==> config.mk <==
export PLATFORM = sky130hd
export DESIGN_NAME = cache_arbiter
export DESIGN_NICKNAME = d
export VERILOG_FILES = /design/src/rtl/rv32i_types.sv /design/src/rtl/cache_arbiter_arb_select.sv /design/src/rtl/cache_arbiter.sv
export SDC_FILE = /design/constraint.sdc
export NUM_CORES = 1
export LEC_CHECK = 0
export ABC_AREA = 1
export CAP_MARGIN = 30
export CORE_AREA = 3 3 545 547
export DETAILED_ROUTE_END_ITERATION = 10
export DIE_AREA = 0 0 548 550
export REMOVE_ABC_BUFFERS = 1
export SKIP_LAST_GASP = 1
export SYNTH_ARGS = -nofsm -noshare
export SYNTH_HDL_FRONTEND = slang
export SYNTH_SLANG_ARGS = --single-unit
==> constraint.sdc <==
create_clock -name clk -period 2.91 [get_ports clk]
set_input_delay 0.582 -clock clk [delete_from_list [all_inputs] [get_ports clk]]
set_output_delay 0.582 -clock clk [all_outputs]
set_load 0.01 [all_outputs]
==> src/rtl/rv32i_types.sv <==
// Shared types for the cache-to-memory arbiter: FSM state and requester side encodings.
package rv32i_types;

    typedef enum logic [1:0] {
        IDLE    = 2'd0,
        GRANT_I = 2'd1,
        GRANT_D = 2'd2,
        DONE    = 2'd3
    } arb_state_t;

    typedef enum logic {
        ARB_I = 1'b0,
        ARB_D = 1'b1
    } arb_side_t;

    function automatic arb_side_t other_side(input arb_side_t side);
        if (side == ARB_I) begin
            return ARB_D;
        end else begin
            return ARB_I;
        end
    endfunction

endpackage

==> src/rtl/cache_arbiter_arb_select.sv <==
// Combinational requester picker: fixed D-over-I priority, or round-robin when
// CACHE_ARB_ROUND_ROBIN_EN is defined.
module arb_select
    import rv32i_types::*;
(
    input  logic      i_req_i,
    input  logic      d_req_i,
    input  arb_side_t last_served_i,
    output logic      grant_valid_o,
    output arb_side_t grant_side_o
);

`ifndef CACHE_ARB_ROUND_ROBIN_EN
    logic unused_last_s;
    assign unused_last_s = last_served_i;
`endif

    // pick which side wins the next grant
    always_comb begin
        grant_valid_o = i_req_i | d_req_i;
        grant_side_o  = ARB_I;
`ifdef CACHE_ARB_ROUND_ROBIN_EN
        if (i_req_i && d_req_i) begin
            grant_side_o = other_side(last_served_i);
        end else if (d_req_i) begin
            grant_side_o = ARB_D;
        end else begin
            grant_side_o = ARB_I;
        end
`else
        if (d_req_i) begin
            grant_side_o = ARB_D;
        end else begin
            grant_side_o = ARB_I;
        end
`endif
    end

endmodule

==> src/rtl/cache_arbiter.sv <==
// Arbitrates the single memory line port between I-cache and D-cache miss paths.
// Optional round-robin selection via CACHE_ARB_ROUND_ROBIN_EN (default: D-over-I priority).
module cache_arbiter
    import rv32i_types::*;
#(
    parameter int LINE_WIDTH = 256,
    parameter int ADDR_WIDTH = 32
) (
    input  logic                  clk,
    input  logic                  rst,
    input  logic                  inst_read,
    input  logic [ADDR_WIDTH-1:0] inst_addr,
    output logic [LINE_WIDTH-1:0] inst_rdata,
    output logic                  inst_resp,
    input  logic                  data_read,
    input  logic                  data_write,
    input  logic [ADDR_WIDTH-1:0] data_addr,
    input  logic [LINE_WIDTH-1:0] data_wdata,
    output logic [LINE_WIDTH-1:0] data_rdata,
    output logic                  data_resp,
    output logic                  mem_read,
    output logic                  mem_write,
    output logic [ADDR_WIDTH-1:0] mem_addr,
    output logic [LINE_WIDTH-1:0] mem_wdata,
    input  logic [LINE_WIDTH-1:0] mem_rdata,
    input  logic                  mem_resp
);

    arb_state_t            state_q, state_d;
    logic                  mem_read_q, mem_read_d;
    logic                  mem_write_q, mem_write_d;
    logic [ADDR_WIDTH-1:0] mem_addr_q, mem_addr_d;
    logic [LINE_WIDTH-1:0] mem_wdata_q, mem_wdata_d;

    logic      grant_valid_s;
    arb_side_t grant_side_s;
    arb_side_t last_served_s;
    logic      resp_valid_s;
    arb_side_t resp_side_s;

    arb_select u_arb_select (
        .i_req_i       (inst_read),
        .d_req_i       (data_read | data_write),
        .last_served_i (last_served_s),
        .grant_valid_o (grant_valid_s),
        .grant_side_o  (grant_side_s)
    );

    // next-state, command latch and zero-latency response generation
    always_comb begin
        state_d      = state_q;
        mem_read_d   = mem_read_q;
        mem_write_d  = mem_write_q;
        mem_addr_d   = mem_addr_q;
        mem_wdata_d  = mem_wdata_q;
        inst_resp    = 1'b0;
        data_resp    = 1'b0;
        resp_valid_s = 1'b0;
        resp_side_s  = ARB_I;
        case (state_q)
            IDLE: begin
                if (grant_valid_s && (grant_side_s == ARB_D)) begin
                    // a simultaneous read+write is illegal; the write-back takes precedence
                    mem_read_d  = data_read & ~data_write;
                    mem_write_d = data_write;
                    mem_addr_d  = data_addr;
                    mem_wdata_d = data_wdata;
                    state_d     = GRANT_D;
                end else if (grant_valid_s) begin
                    mem_read_d  = 1'b1;
                    mem_write_d = 1'b0;
                    mem_addr_d  = inst_addr;
                    state_d     = GRANT_I;
                end else begin
                    state_d = IDLE;
                end
            end
            GRANT_I: begin
                if (mem_resp) begin
                    inst_resp    = 1'b1;
                    resp_valid_s = 1'b1;
                    resp_side_s  = ARB_I;
                    mem_read_d   = 1'b0;
                    mem_write_d  = 1'b0;
                    state_d      = DONE;
                end else begin
                    state_d = GRANT_I;
                end
            end
            GRANT_D: begin
                if (mem_resp) begin
                    data_resp    = 1'b1;
                    resp_valid_s = 1'b1;
                    resp_side_s  = ARB_D;
                    mem_read_d   = 1'b0;
                    mem_write_d  = 1'b0;
                    state_d      = DONE;
                end else begin
                    state_d = GRANT_D;
                end
            end
            DONE: begin
                state_d = IDLE;
            end
            default: begin
                state_d     = IDLE;
                mem_read_d  = 1'b0;
                mem_write_d = 1'b0;
            end
        endcase
    end

    // state and registered memory command
    always_ff @(posedge clk) begin
        if (rst) begin
            state_q     <= IDLE;
            mem_read_q  <= 1'b0;
            mem_write_q <= 1'b0;
            mem_addr_q  <= {ADDR_WIDTH{1'b0}};
            mem_wdata_q <= {LINE_WIDTH{1'b0}};
        end else begin
            state_q     <= state_d;
            mem_read_q  <= mem_read_d;
            mem_write_q <= mem_write_d;
            mem_addr_q  <= mem_addr_d;
            mem_wdata_q <= mem_wdata_d;
        end
    end

`ifdef CACHE_ARB_ROUND_ROBIN_EN
    arb_side_t last_served_q;

    // remember which side completed most recently
    always_ff @(posedge clk) begin
        if (rst) begin
            last_served_q <= ARB_I;
        end else if (resp_valid_s) begin
            last_served_q <= resp_side_s;
        end else begin
            last_served_q <= last_served_q;
        end
    end

    assign last_served_s = last_served_q;
`else
    logic unused_resp_s;
    assign unused_resp_s = resp_valid_s ^ resp_side_s;
    assign last_served_s = ARB_I;
`endif

    assign mem_read   = mem_read_q;
    assign mem_write  = mem_write_q;
    assign mem_addr   = mem_addr_q;
    assign mem_wdata  = mem_wdata_q;
    assign inst_rdata = mem_rdata;
    assign data_rdata = mem_rdata;

endmodule

==> out/results.ini, run 1 <==
[outcome]
run_status=finished, final reports clean

[synthesis]
ys_ff_latch=292
syn-instance-count=1968
syn-cell-area_mm2=0.0146
yosysSeqAreaShare_pct=40.2
avgSynthCellArea_um2=7.39
yosys.cell_types.count=16
yosysWarnings=0

[drt]
drtIter0Drc=1860
routedWlPerCell_um=57.3
drtPass1Iterations=5
routed_wl_um=344000
drtAntennaViolNets=0
via_per_inst=2.69
dr_total_vias=16100
drc=0

[worst_setup_path]
path_class=reg -> out
worst_ep_arrival_time_ps=2080
worstPathRequired_ps=2330
end_kind=output port
startpoint_type=flip-flop
crit_fanout=3

[power]
p_per_area_mw_per_mm2=635
switchingPower_w=0.00533
ir_drop_mv=0.437
total_power_w=0.0146
leakagePower_nw=7.84
p_int_w=0.00930
power_frac_seq_pct=32.9
p_clk_share_pct=36.6
p_sw_share_pct=36.5
power.share.combinational_pct=30.5

[grt]
grt_usage_pct=21.9
use_met2_pct=33.9
grt_max_degree=82
grt_pass1_vias=12400
antenna_found_initial=206
grt_pass1_wl_um=372000
grt_busiest_layer=met2
grt_use_met3_pct=31.8
grt_overflow=0
grt_use_met1_pct=11.6

[die]
start_util_pct=4.96
row_count=199
dieWidth_um=548
pin_count=1386
die_area_mm2=0.301
core_area_mm2=0.293
die_h_um=550

[clocking]
post_cts_resized=0
max-clock-path-buffers=3
cts_tree=yes
postCtsHoldBufs=0
cts_buffers=39
clock_latency_ps=620
post_cts_buffers=0
cts_sinks=292
clkTransAtPathRegs_ps=60
cts_max_level=2
cts-root-buf=clkbuf_16

[sta]
slew_violations=0
slew_headroom_pct=49.1
setup_ws_ps=247
period_share_pct=91.5
rsz0062_at_grt=false
finalHoldViolations=0
fin_crit_ps=2660
clock_skew_ps=33.1
worst_pin_slew_ps=762
clock.fmax_mhz=376
setup_violations=0
fin_tns_setup_ps=0

[place]
dp.final_hpwl_um=311000
preCtsSetupSlack_ps=361
io_buffers=617
place.gp.congestion=0.932

[layout]
fin_util_pct=7.86
drive_gt1_share_pct=5.36
seq_area_mm2=0.00585
area_growth_pct=58.3
multiInputGateArea_mm2=0.00424
nFillCells=34300
num-nets-final=2625

[job]
cap_violations=0

[worst_hold_path]
min_path_type=reg -> reg

[sequential cells by signal, indices dropped and copies added, names as in the netlist]
register   count
mem_read       1
state_q        2
mem_write      1
mem_wdata    256
mem_addr      32
[worst max-delay path, cell delays in order (launching register included)]
cell and delay [ps]:
dfxtp_1 330, inv_1 110, ha_1 190, nand2_1 70, inv_1 160, clkdlybuf4s50_1 600
[synth_stat cells]
library cell / n / area [um^2]
a21oi_1: 5 / 25.0
buf_2: 53 / 265
nor2_1: 579 / 2170
inv_1: 41 / 154
nand2_4: 1 / 11.3
nand2_1: 167 / 627
inv_2: 2 / 7.51
clkbuf_1: 39 / 146
dfxtp_1: 292 / 5850
nor2_4: 1 / 11.3
buf_4: 520 / 3900
ha_1: 5 / 62.6
o21ai_0: 244 / 1220
or2_2: 1 / 6.26
o21ai_1: 14 / 70.1
nand3_1: 4 / 20.0
[final cells by class]
class                   instances  area share [%]
flip-flops and latches        292            25.4
clock inverters                19            1.29
repair buffers                641            28.0
inverters                      43           0.766
well taps                    3919            21.3
multi-input cells            1021            18.4
diodes                          9          0.0978
clock buffers                  53            4.73
[metrics by stage]
step                instance area [um^2]  instances  hold WS [ps]
finish                             23000       5997           478
global route                       23000       5990           499
CTS                                23000       5988           484
detailed placement                 21600       5916           471
global placement                   21600       5916           461
floorplan                          10200       1356           512
[power groups by stage]
stage	Clock, W	Sequential, W	Combinational (W)
final	0.00536	0.00481	0.00446
after global routing	0.00568	0.00487	0.00486
after global placement	0	0.00486	0.00451
after floorplan	0	0.00510	0.00107
after CTS	0.00557	0.00481	0.00451
after detailed placement	0	0.00488	0.00448
[layer usage]
metal	share of wire [%]	routed length (um)
met5	2.3	7880
met1	19	65400
met4	5.4	18500
met2	43	147000
met3	30	105000
[path summary, 6_finish.rpt]
| check | startpoint | cells past startpoint | slack (ps) | endpoint |
|---|---|---|---|---|
| setup / recovery | state_q[0] | 5 | 250 | data_resp |
| hold / removal | mem_wdata[255] | 2 | 480 | mem_wdata[255] |
| setup reg to reg | state_q[0] | 7 | 990 | mem_wdata[165] |
| hold reg to reg | mem_wdata[255] | 2 | 480 | mem_wdata[255] |
[cell families after synthesis]
| logic type | Yosys count | share of synthesized area [%] |
|---|---|---|
| compound gates | 263 | 9.05 |
| buf+inv | 655 | 30.8 |
| fa+ha+maj | 5 | 0.430 |
| simple gates | 753 | 19.6 |
| flops | 292 | 40.2 |
[placed cells by master, fill, tap and decap left out, drive strengths merged]
master         count
clkinvlp           1
o21ai            258
clkbuf            53
nor2             580
clkdlybuf4s50    601
dfxtp            292
inv               45
a21oi              5
bufinv             5
or2                1
buf               40
ha                 5
clkinv            11
nand2            168
nand3              4
diode              9
Note: power is estimated with default switching activity, not from simulation.
==> inputs of run 2 (changes only) <==
--- a/config.mk
+++ b/config.mk
@@ -10,6 +10,7 @@
 export CORE_AREA = 3 3 545 547
 export DETAILED_ROUTE_END_ITERATION = 10
 export DIE_AREA = 0 0 548 550
+export RECOVER_POWER = 25
 export REMOVE_ABC_BUFFERS = 1
 export SKIP_LAST_GASP = 1
 export SYNTH_ARGS = -nofsm -noshare
==> results of run 2 <==
The final DEF is identical to that of run 1; final timing and power are the same.
==> inputs of run 3 (changes only) <==
==> constraint.sdc (replaced) <==
create_clock -name clk -period 3.1 [get_ports clk]
set_input_delay 0.62 -clock clk [delete_from_list [all_inputs] [get_ports clk]]
set_output_delay 0.62 -clock clk [all_outputs]
set_load 0.01 [all_outputs]
==> run 3 against run 2 <==
Compared with the run above:
- worst hold slack improved by 1.3 ps
- critical path type unchanged
- largest cell class unchanged
- non-clock buffer count decreased by 4
- final area decreased by 0.45%
- largest power group unchanged
==> out/results.ini, run 3 (synthesis gave the netlist of run 1 again) <==
[power]
power.share.combinational_pct=30.9
p_per_area_mw_per_mm2=589
power_frac_seq_pct=33.3
leakagePower_nw=7.78
ir_drop_mv=0.626
switchingPower_w=0.00500
p_int_w=0.00852
p_clk_share_pct=35.8
p_sw_share_pct=37.0
total_power_w=0.0135

[sta]
clock.fmax_mhz=368
period_share_pct=87.7
worst_pin_slew_ps=769
clock_skew_ps=25.1
finalHoldViolations=0
slew_violations=0
fin_crit_ps=2720
setup_violations=0
setup_ws_ps=380
slew_headroom_pct=48.6
rsz0062_at_grt=false

[worst_setup_path]
reg2reg_depth=7
critical-path-top-delay-family=buffers and inverters
cpMostUsedCell=inv_1
crit_fanout=3
r2r_slack_ps=1080
worst_ep_arrival_time_ps=2100
timing.rr.end=mem_wdata[212]
worstPathRequired_ps=2480
r2r_start=state_q[0]
slowest_stage=clkdlybuf4s50_1
startpoint_type=flip-flop
critical-path-max-stage-delay_ps=620
path_class=reg -> out
end_kind=output port
path_buf_inv=3
crit_chain=inv_1 > ha_1 > nand2_1 > inv_1 > clkdlybuf4s50_1

[grt]
grt_max_degree=111
grt_overflow=0
grt_usage_pct=21.9
antenna_found_initial=207
grt_pass1_vias=12500
grt_pass1_wl_um=371000

[drt]
routed_wl_um=343000
drtAntennaViolNets=0
dr_total_vias=16000
drtPass1Iterations=5
routedWlPerCell_um=57.2
drc=0
via_per_inst=2.68
drtIter0Drc=1737

[clocking]
postCtsHoldBufs=0
max-clock-path-buffers=3
cts_max_level=2
cts_sinks=292
clkTransAtPathRegs_ps=70
post_cts_resized=0
clock_latency_ps=620
post_cts_buffers=0
cts-root-buf=clkbuf_16
cts_buffers=38
cts_tree=yes

[die]
dieWidth_um=548
row_count=199
start_util_pct=4.96
die_h_um=550
core_area_mm2=0.293
pin_count=1386
die_area_mm2=0.301

[layout]
seq_area_mm2=0.00585
nFillCells=34300
multiInputGateArea_mm2=0.00424
layout_common_cells=601 x clkdlybuf4s50_1, 579 x nor2_1, 292 x dfxtp_1
largest_reg_flops=256
fin_util_pct=7.82
num-nets-final=2620
stdcell_area_mm2=0.0229
area_growth_pct=57.5
drive_gt1_share_pct=5.33
layout_commonest_cell=clkdlybuf4s50_1

[place]
preCtsSetupSlack_ps=381
place_area_mm2=0.0216
place.gp.congestion=0.936
io_buffers=617
dp.final_hpwl_um=310000

[worst_hold_path]
min_path_type=reg -> reg
worstHoldPathCells=2
min_from=mem_wdata[68]
hold_path_end=mem_wdata[68]

[outcome]
run_status=finished, final reports clean

[job]
cap_violations=0

## run 3: worst max path at each step
stage / startpoint / endpoint / slack, ps / cells after the start
after floorplan: data_write / mem_wdata[215] / -1400 / 6
after global placement: mem_resp / data_resp / 360 / 4
after detailed placement: mem_resp / data_resp / 380 / 4
after CTS: state_q[0] / data_resp / 330 / 5
after global routing: state_q[0] / data_resp / 340 / 5
final: state_q[0] / data_resp / 380 / 5
## run 3: cell type report
cell class                 count  area share, %
timing repair buffer         637           28.0
inverter                      43          0.770
clock buffer                  48           4.67
antenna                       16          0.175
sequential                   292           25.5
clock inverter                22           1.03
tap                         3919           21.4
multi-input combinational   1021           18.5
## run 3: power groups by stage
| stage | Combinational, W | Sequential, W | Clock (W) |
|---|---|---|---|
| finish | 0.00417 | 0.00451 | 0.00484 |
| global route | 0.00454 | 0.00457 | 0.00513 |
| CTS | 0.00421 | 0.00451 | 0.00504 |
| detailed placement | 0.00419 | 0.00458 | 0 |
| global placement | 0.00421 | 0.00456 | 0 |
| floorplan | 0.00100 | 0.00479 | 0 |
## run 3: tightest hold or removal path: stages (launching register included)
cell     delay (ps)
dfxtp_1         320
nor2_1           40
nor2_1           80
## run 3: stage by stage
| stage | hold WS [ps] | instances | setup TNS [ps] |
|---|---|---|---|
| CTS | 483 | 5982 | 0 |
| floorplan | 512 | 1356 | -388700 |
| detailed placement | 470 | 5912 | 0 |
| global placement | 464 | 5912 | 0 |
| global route | 497 | 5984 | 0 |
| finish | 479 | 5998 | 0 |
## run 3: metal layers
layer / track usage (%) / vias up / part of all wire (%)
met1: 11.5 / 6861 / 19
li1: - / 5728 / -
met4: 7.62 / 58 / 4.9
met2: 34.3 / 2826 / 43
met3: 31.8 / 576 / 30
met5: 18.7 / - / 2.3
